### src/rtl/mem_copy_master.sv
// mem_copy_master: copies cmd_len 32-bit words from cmd_src to cmd_dst, one memory operation at a time
module mem_copy_master #(
    parameter int ADDRESS_WIDTH = 8,
    parameter int LEN_WIDTH = 8
) (
    input  logic                     clk,
    input  logic                     reset,
    input  logic                     cmd_start,
    input  logic [ADDRESS_WIDTH-1:0] cmd_src,
    input  logic [ADDRESS_WIDTH-1:0] cmd_dst,
    input  logic [LEN_WIDTH-1:0]     cmd_len,
    output logic                     busy,
    output logic                     done,
    output logic [LEN_WIDTH-1:0]     words_copied,
    output logic                     mem_start,
    output logic                     mem_rwn,
    output logic [ADDRESS_WIDTH-1:0] mem_address,
    output logic [31:0]              mem_data_in,
    input  logic [31:0]              mem_data_out,
    input  logic                     mem_ready
);
    typedef enum logic [2:0] {IDLE, RD_REQ, RD_WAIT, WR_REQ, WR_WAIT, DONE} state_t;
    state_t state;
    logic [ADDRESS_WIDTH-1:0] src_ptr, dst_ptr, src_next;
    logic [LEN_WIDTH-1:0] remaining;
    assign src_next = src_ptr + ADDRESS_WIDTH'(4);
    // Leaving the REQ state on the accepting edge keeps each request to one cycle.
    assign mem_start = (state == RD_REQ || state == WR_REQ) && mem_ready;
    always_ff @(posedge clk or negedge reset) begin
        if (!reset) begin
            state        <= IDLE;
            src_ptr      <= '0;
            dst_ptr      <= '0;
            remaining    <= '0;
            busy         <= 1'b0;
            done         <= 1'b0;
            words_copied <= '0;
            mem_rwn      <= 1'b0;
            mem_address  <= '0;
            mem_data_in  <= '0;
        end else begin
            done <= 1'b0;
            case (state)
                IDLE: if (cmd_start) begin
                    src_ptr      <= cmd_src;
                    dst_ptr      <= cmd_dst;
                    remaining    <= cmd_len;
                    words_copied <= '0;
                    busy         <= 1'b1;
                    if (cmd_len == '0) begin
                        state <= DONE;
                        done  <= 1'b1;
                    end else begin
                        state       <= RD_REQ;
                        mem_address <= cmd_src;
                        mem_rwn     <= 1'b1;
                    end
                end
                RD_REQ: if (mem_ready) state <= RD_WAIT;
                RD_WAIT: if (mem_ready) begin
                    mem_data_in <= mem_data_out;
                    mem_address <= dst_ptr;
                    mem_rwn     <= 1'b0;
                    state       <= WR_REQ;
                end
                WR_REQ: if (mem_ready) state <= WR_WAIT;
                WR_WAIT: if (mem_ready) begin
                    words_copied <= words_copied + LEN_WIDTH'(1);
                    src_ptr      <= src_next;
                    dst_ptr      <= dst_ptr + ADDRESS_WIDTH'(4);
                    remaining    <= remaining - LEN_WIDTH'(1);
                    if (remaining == LEN_WIDTH'(1)) begin
                        state <= DONE;
                        done  <= 1'b1;
                    end else begin
                        state       <= RD_REQ;
                        mem_address <= src_next;
                        mem_rwn     <= 1'b1;
                    end
                end
                DONE: begin
                    busy  <= 1'b0;
                    state <= IDLE;
                end
                default: state <= IDLE;
            endcase
        end
    end
endmodule

### config.mk
export PLATFORM = sky130hd
export DESIGN_NAME = mem_copy_master
export DESIGN_NICKNAME = d
export VERILOG_FILES = /design/src/rtl/mem_copy_master.sv
export SDC_FILE = /design/constraint.sdc
export NUM_CORES = 1
export LEC_CHECK = 0
export BUFFER_PORTS_ARGS = -buffer_cell sky130_fd_sc_hd__clkbuf_2
export CORE_UTILIZATION = 51
export DETAILED_ROUTE_END_ITERATION = 8
export PLACE_DENSITY = 0.85
export SLEW_MARGIN = 20
export SYNTH_ARGS = -nofsm -noshare
export SYNTH_HDL_FRONTEND = slang
export SYNTH_SLANG_ARGS = --single-unit
### constraint.sdc
create_clock -name clk -period 1.95 [get_ports clk]
set_input_delay 0.2925 -clock clk [delete_from_list [all_inputs] [get_ports clk]]
set_output_delay 0.2925 -clock clk [all_outputs]
set_load 0.005 [all_outputs]
==> run_results.csv, run 1 <==
group,metric,value,unit
place,portBuffers,111,
route,wire_per_inst,15.34,um
critical_path,cp-end-kind,"register",
critical_path,worstReg2RegStart,"state[2]",
final_layout,nNetsFinal,517,
clock_network,clkTransAtPathRegs,90,ps
clock_network,clock-root-buffer,"clkbuf_8",
grt,grtUsageTotal,23.32,%
yosys,ys.flop_type,"dfrtp_1",
timing,fmax,551.0,MHz
timing,slew_headroom,63.02,%
final_layout,layout-drive-gt1-share,35.89,%
clock_network,postCtsSetupBuffers,0,
critical_path,cp-start-kind,"register",
timing,rsz0062_at_grt,"false",
die,initial_core_util,53.55,%
timing,fin_setup_tns,0,ps
min_path,hold_path_class,"in2reg",
pwr,power_density,1442,nW/um^2
route,via_count,2994,
die,dieArea,7597,sq um
pwr,p_sw,2462,uW
critical_path,critPathMaxStageDelay,520,ps
final_layout,register_area,1952,sq um
pwr,pwr-share-comb,39.8,%
final_layout,n_antenna_cell,0,
timing,hold_viol,0,
route,finalWirelength,8484,um
route,route.detailed.drc,0,
clock_network,clock_sinks,78,
clock_network,ctsHtreeMaxLevel,3,
final_layout,multiInputGateArea,1602,sq um
timing,min_period_over_period,93.07,%
critical_path,path_cells,"nor3b_4, nand4b_1, nand3_2, mux2_2",
timing,worst_pin_slew,549.7,ps
final_layout,layout_commonest_cell,"clkbuf_2",
pwr,intPower,4160,uW
grt,grt_overflow,0,
route,drt_iter0_markers,137,
die,die_y,87.16,um
final_layout,final_cell_mix,"clkbuf_2, dfrtp_1, mux2_1",
die,coreArea,6907,sq um
place,place_hpwl,6367,um
yosys,syn_area,3699,sq um
timing,drv_slew,0,
yosys,ys_types,41,
timing,period_minus_slack,1815,ps
yosys,synth_enable_flop_cells,0,
grt,grt_start_max_net_pins,39,
timing,setup_violations,0,
pwr,leakage,0.002206,uW
yosys,ys_seq_area_share,52.77,%
final_layout,syn_to_final_growth,24.15,%
status,status,"complete, no violations",
clock_network,clock_latency,350,ps
pwr,seqPwrFrac,43.3,%
clock_network,clockBufferDepth,2,
timing,skew,9.955,ps
grt,grt_pass1_vias,2860,
yosys,avgSynthCellArea,11.14,sq um
yosys,synth_nets,397,
timing,holdWs,153.4,ps
final_layout,nFillCells,560,
pwr,ir_drop,0.0005621,V
grt,grt_pass1_wl,13580,um
critical_path,slowest_stage,"dfrtp_1",
die,ios,112,
yosys,yosysWarnings,0,
grt,antenna_found_initial,0,
die,die_x,87.16,um
critical_path,crit_type,"reg2reg",
pwr,clkPwrFrac,16.9,%
clock_network,cts_tree,"built",
route,ant_nets,0,
yosys,yosys_register_bits,78,
run,cap_viol_max_count,0,
place,gp_congestion,0.8110,
critical_path,startpoint,"state[2]",
clock_network,numCtsBuffers,9,
critical_path,worstPathArrival,2050,ps
critical_path,crit_fanout,9,
route,drtPass1Iterations,4,
min_path,min_from,"mem_data_out[15]",
critical_path,cp_data_required_time,2180,ps
route,vias_per_cell,5.414,
pwr,switching_share,37.18,%
yosys,synth_cells,332,
die,num_rows,30,
yosys,synthArstFlopShare,100.0,%
[state kept, by name (all words and copies together) (netlist names)]
register,count
busy,1
done,1
dst_ptr,8
mem_address,8
mem_data_in,32
mem_rwn,1
remaining,8
src_ptr,8
state,3
words_copied,8
[path summary, 6_finish.rpt]
check                      slack [ps]  cells past startpoint               to
max in group asynchronous         860                      3       dst_ptr[3]
max reg2reg                       140                      4   mem_address[5]
max                               140                      4   mem_address[5]
min                               150                      2  mem_data_in[15]
min in group asynchronous         440                      2   mem_data_in[2]
min reg2reg                       490                      1  mem_data_in[10]
[stage by stage]
step / worst slack [ps] / area, sq um / cells / util [%] / power (uW)
finish: 135.2 / 4592 / 553 / 66.49 / 6622
global route: 22.59 / 4592 / 553 / 66.49 / 7124
CTS: 88.11 / 4591 / 553 / 66.47 / 6648
detailed placement: 109.6 / 4398 / 536 / 63.68 / 5530
global placement: 211.3 / 4398 / 536 / 63.68 / 5368
floorplan: 231.7 / 3699 / 332 / - / 4471
[per-layer routing]
layer	vias up	share of wire, %	global-route usage, %
li1	1434	-	-
met1	1400	43	30.78
met2	147	46	38.01
met3	13	8.9	5.118
met4	0	1.6	8.495
met5	-	0	0
[kinds of logic after synthesis]
group / synth area share [%]
buf+inv: 3.958
fa+ha+maj: 1.691
flops: 52.77
mux: 14.24
compound gates: 11.54
xor+xnor: 2.605
simple gates: 13.19
[worst max-delay path: cells and delay by family (launching register included)]
kind	cells	cell delay, ps
mux	1	360
simple gates	3	810
flops	1	520
[power by group through the flow]
stage	Sequential (uW)	Clock, uW	Combinational, uW
after detailed placement	2890	0	2640
after CTS	2860	1140	2650
after floorplan	2790	0	1680
after global placement	2830	0	2540
after global routing	2960	1220	2940
final	2870	1120	2640
[Yosys cell counts, drive strengths merged (2+ instances only)]
| master | count | area [sq um] |
|---|---|---|
| o21ai | 23 | 115.1 |
| dfrtp | 78 | 1952 |
| and3 | 7 | 43.79 |
| inv | 8 | 30.03 |
| nor4 | 2 | 12.51 |
| nand2 | 27 | 101.4 |
| mux2i | 2 | 20.02 |
| nor3b | 5 | 60.06 |
| a22oi | 8 | 60.06 |
| clkbuf | 4 | 16.26 |
| nand3 | 13 | 70.07 |
| nor3 | 6 | 30.03 |
| a21oi | 21 | 105.1 |
| nand4 | 7 | 43.79 |
| nor2 | 24 | 92.59 |
| a221o | 6 | 60.06 |
| mux2 | 45 | 506.7 |
| o2bb2ai | 2 | 17.52 |
| o22ai | 2 | 12.51 |
| and2 | 2 | 12.51 |
| buf | 14 | 100.1 |
| ha | 5 | 62.56 |
| xnor2 | 3 | 26.28 |
| xor2 | 8 | 70.07 |
[cell type report]
| class | count | area share [%] |
|---|---|---|
| Sequential cell | 78 | 42.51 |
| Multi-Input combinational cell | 228 | 34.88 |
| Timing Repair Buffer | 127 | 15.37 |
| Clock buffer | 9 | 2.698 |
| Tap cell | 96 | 2.616 |
| Clock inverter | 7 | 1.281 |
| Inverter | 8 | 0.6540 |
[timing repair]
action,CTS,global route
resized for setup,0,1
setup endpoints to repair,0,3
hold buffers,1,0
endpoints found under the hold margin,35,0
(Power assumes the default switching activity.)
==> run 2, diff against run 1 <==
- CTS_CLUSTER_DIAMETER: unset -> 80
- REMOVE_ABC_BUFFERS: unset -> 1
==> run 2 against run 1 <==
Against the previous run: sequential share of layout area decreased by 0.48 points; fmax decreased by 2.6%; non-clock buffer count increased by 4; sequential power about the same; utilization increased by 0.76 points; flip-flop and latch count unchanged; first-iteration DRC count increased by 33%; combinational power increased by 2%; via count increased by 2.6%; routed wire length increased by 1.3%; critical path depth increased by 2; clock-buffer cell count increased by 2; largest power group unchanged.
==> run_results.csv, run 2 (same netlist as run 1, synthesis figures left out) <==
group,metric,value,unit
critical_path,crit_type,"reg2reg",
timing,holdWs,161.1,ps
final_layout,layout_commonest_cell,"clkbuf_2",
critical_path,worstPathArrival,2090,ps
grt,grtUsageTotal,23.75,%
final_layout,syn_to_final_growth,25.57,%
clock_network,clock_sinks,78,
critical_path,cp-end-kind,"register",
die,dieArea,7597,sq um
die,coreArea,6907,sq um
clock_network,clkTransAtPathRegs,80,ps
timing,slew_headroom,63.40,%
min_path,hold_path_class,"in2reg",
grt,antenna_found_initial,0,
pwr,power,6755,uW
timing,worst_pin_slew,543.9,ps
status,status,"complete, no violations",
route,route.detailed.drc,0,
die,initial_core_util,53.55,%
route,drtPass1Iterations,4,
pwr,ir_drop,0.0006781,V
clock_network,postCtsSetupBuffers,0,
critical_path,cp-start-kind,"register",
grt,grt_start_max_net_pins,43,
clock_network,cts_tree,"built",
timing,fin_setup_tns,0,ps
final_layout,nNetsFinal,521,
die,die_y,87.16,um
clock_network,clock-root-buffer,"clkbuf_8",
die,num_rows,30,
final_layout,final_util,67.25,%
route,finalWirelength,8596,um
pwr,leakage,0.002230,uW
final_layout,largest_register_ffs,32,
route,drt_iter0_markers,182,
clock_network,ctsHtreeMaxLevel,3,
timing,setup_violations,0,
timing,drv_slew,0,
die,die_x,87.16,um
timing,rsz0062_at_grt,"false",
final_layout,largest-register,"mem_data_in",
pwr,power_density,1454,nW/um^2
die,ios,112,
clock_network,clockBufferDepth,2,
final_layout,final_cell_mix,"clkbuf_2, dfrtp_1, mux2_1",
clock_network,numCtsBuffers,9,
timing,fmax,536.9,MHz
route,vias_per_cell,5.517,
critical_path,crit_fanout,9,
timing,period_minus_slack,1862,ps
final_layout,n_antenna_cell,0,
final_layout,layout-drive-gt1-share,36.66,%
timing,min_period_over_period,95.51,%
route,wire_per_inst,15.43,um
place,place_hpwl,6502,um
place,portBuffers,111,
run,cap_viol_max_count,0,
critical_path,cp_data_required_time,2180,ps
grt,grt_pass1_vias,2886,
timing,skew,9.076,ps
timing,hold_viol,0,
route,ant_nets,0,
grt,grt_pass1_wl,13640,um
route,via_count,3073,
place,gp_congestion,0.8724,
grt,grt_overflow,0,
clock_network,clock_latency,340,ps
==> run 2: cell count changes in the layout (fill, tap and decap cells not counted), sizes merged <==
cell / previous run / this run
inv: 10 / 8
clkinv: 4 / 2
bufinv: 0 / 1
clkbuf: 119 / 121
buf: 16 / 20
clkinvlp: 1 / 2
==> run 2: stage by stage <==
stage | cells | instance area (sq um) | setup WS (ps)
floorplan | 314 | 3582 | -377.7
CTS | 557 | 4638 | 61.69
detailed placement | 540 | 4428 | 78.07
global route | 557 | 4644 | 16.44
global placement | 540 | 4428 | 149.2
finish | 557 | 4644 | 87.53
==> run 2: final timing paths <==
check / startpoint / endpoint / slack (ps) / depth (start not counted)
worst min-delay path: mem_data_out[28] / mem_data_in[28] / 160 / 2
worst max-delay path: state[1] / mem_address[0] / 90 / 6
worst min register to register: mem_data_in[26] / mem_data_in[26] / 490 / 1
max in group asynchronous: reset / src_ptr[2] / 900 / 3
worst max register to register: state[1] / mem_address[0] / 90 / 6
min in group asynchronous: reset / mem_data_in[0] / 460 / 2
==> run 2: metal layers <==
layer / part of all wire, % / track usage (%)
met1: 43 / 30.84
met2: 47 / 38.65
met3: 7.4 / 4.265
met4: 2.2 / 11.48
met5: 0 / 0
==> run 2: critical path, stage by stage, from the launching register on <==
cell,delay [ps]
dfrtp_1,440
buf_4,190
nor2b_1,100
o21ai_0,90
a21oi_1,250
nand3_2,310
mux2_2,370
==> run 2: what timing repair did <==
item | 4_1_cts | 5_1_grt
setup endpoints to repair | 0 | 15
gates resized for setup | 0 | 3
hold buffers | 1 | 0
endpoints found under the hold margin | 41 | 0
==> run 2: power breakdown <==
group	switching, uW	internal, uW	leakage, uW
clock	584	627	0.0000955
sequential	529	2340	0.000943
combinational	1300	1370	0.00119
==> run 2: area by class of cell <==
class / instances / area [sq um]
tap: 96 / 120.1
clock buffer: 11 / 141.4
inverter: 8 / 30.03
multi-input combinational: 228 / 1607
sequential: 78 / 1952
clock inverter: 5 / 58.81
fill: 521 / 2262
timing repair buffer: 131 / 735.7
==> run 3, diff against run 2 <==
- CORE_MARGIN: unset -> 2
==> run 3 against run 2 <==
Against the previous run: global-route usage is 1.8 points lower; final area is 0.38% lower; worst hold slack worse by 13 ps; fmax is 1.2% higher; non-clock buffer count stayed put; sequential power hardly changed; critical path depth is 1 lower; combinational power hardly changed; register-to-register slack better by 20 ps; via count is 0.39% higher; critical endpoint is now done; largest cell class unchanged.
==> run_results.csv, run 3 (same netlist as run 1, synthesis figures left out) <==
group,metric,value,unit
status,status,"complete, no violations",
pwr,power_density,1456,nW/um^2
clock_network,clock_latency,350,ps
die,num_rows,31,
clock_network,clock_sinks,78,
pwr,power,6737,uW
timing,min_period_over_period,94.40,%
route,via_count,3085,
critical_path,worstPathArrival,2100,ps
grt,grtUsageTotal,21.96,%
timing,period_minus_slack,1841,ps
critical_path,path_buf_inv,1,
grt,antenna_found_initial,0,
grt,grt.met1_usage,28.73,%
critical_path,slowest_stage,"dfrtp_1",
final_layout,largest_register_ffs,32,
final_layout,design_area,4627,sq um
grt,grt.met3_usage,5.171,%
clock_network,cts_tree,"built",
critical_path,rr_endpoint,"done",
route,drtPass1Iterations,4,
die,coreArea,7137,sq um
die,die_x,89.16,um
timing,layout_setup_ws,109.2,ps
grt,grt_start_max_net_pins,34,
grt,grt_overflow,0,
place,place_hpwl,6423,um
critical_path,path_cells,"nor2_1, and3_1, buf_4, nand3_1, o21ai_0",
final_layout,final_util,64.83,%
route,drt_iter0_markers,161,
route,route.detailed.drc,0,
critical_path,cp-end-kind,"register",
critical_path,crit_family,"simple AND/OR/NAND/NOR gates",
critical_path,crit_fanout,10,
critical_path,endpoint,"done",
timing,worst_pin_slew,566.8,ps
final_layout,largest-register,"mem_data_in",
final_layout,syn_to_final_growth,25.10,%
die,die_y,89.16,um
route,finalWirelength,8639,um
critical_path,crit_type,"reg2reg",
route,ant_nets,0,
place,place_area,4419,sq um
critical_path,worstReg2RegStart,"state[1]",
place,portBuffers,111,
grt,grt_busiest_layer,"met2",
critical_path,cp_data_required_time,2210,ps
timing,setup_violations,0,
min_path,hold_path_class,"in2reg",
timing,hold_viol,0,
die,ios,112,
critical_path,r2r_slack,110,ps
grt,grt_pass1_wl,13280,um
critical_path,cp-start-kind,"register",
place,gp_congestion,0.8846,
final_layout,nNetsFinal,521,
grt,met2_usage,35.42,%
final_layout,n_antenna_cell,0,
final_layout,final_cells,560,
critical_path,critPathMaxStageDelay,490,ps
die,initial_core_util,51.82,%
timing,slew_headroom,62.12,%
clock_network,ctsHtreeMaxLevel,3,
clock_network,clkTransAtPathRegs,90,ps
pwr,ir_drop,0.0008093,V
timing,drv_slew,0,
route,vias_per_cell,5.509,
critical_path,startpoint,"state[1]",
place,dp_slack,90.23,ps
timing,skew,6.280,ps
clock_network,clock-root-buffer,"clkbuf_8",
timing,rsz0062_at_grt,"false",
final_layout,layout_commonest_cell,"clkbuf_2",
final_layout,final_cell_mix,"clkbuf_2, dfrtp_1, mux2_1",
pwr,leakage,0.002222,uW
critical_path,path_depth,5,
final_layout,layout-drive-gt1-share,36.44,%
clock_network,numCtsBuffers,9,
place,place_inst,543,
route,wire_per_inst,15.43,um
grt,grt_pass1_vias,2888,
run,cap_viol_max_count,0,
die,dieArea,7950,sq um
critical_path,worst-r2r-cell-count,5,
timing,fmax,543.3,MHz
clock_network,clockBufferDepth,2,
-- run 3: cell count changes in the layout (fill, tap and decap cells not counted), sizes merged --
cell | before | now
inv | 8 | 10
clkbuf | 121 | 119
-- run 3: power by group --
group | switching [uW] | total [uW] | internal [uW]
Combinational | 1300 | 2660 | 1360
Clock | 616 | 1210 | 595
Sequential | 521 | 2860 | 2340
-- run 3: timing repair --
| action | in CTS | in global routing |
|---|---|---|
| endpoints found under the hold margin | 24 | 0 |
| endpoints found under the setup margin | 0 | 8 |
| setup buffers | 0 | 0 |
| gates resized for setup | 0 | 1 |
| hold buffers | 1 | 0 |
-- run 3: cell type report --
cell class	instances	area (sq um)
clock buffers	9	123.9
inverters	8	30.03
repair buffers	131	723.2
multi-input cells	228	1602
clock inverters	7	72.57
well taps	99	123.9
flip-flops and latches	78	1952
fillers	561	2510
-- run 3: metrics by stage --
step	hold WS, ps	TNS, ps
floorplan	-3.091	-12560
global placement	226.2	0
detailed placement	227.2	0
CTS	136.4	0
global route	147.5	0
finish	148.5	0
-- run 3: how the worst min path moves through the flow --
| stage | from | slack, ps | depth (start not counted) | to |
|---|---|---|---|---|
| after detailed placement | reset | 230 | 1 | mem_address[2] |
| after floorplan | reset | -3 | 0 | busy |
| after global placement | reset | 230 | 1 | mem_address[2] |
| final | mem_data_out[1] | 150 | 2 | mem_data_in[1] |
| after CTS | mem_data_out[1] | 140 | 2 | mem_data_in[1] |
| after global routing | mem_data_out[3] | 150 | 2 | mem_data_in[3] |
-- run 3: layer usage --
metal	up-vias	wire, um	share of wire [%]
met4	0	146	1.7
met3	16	765	8.9
met1	1469	3684	43
met5	-	0	0
li1	1440	-	-
met2	160	4043	47
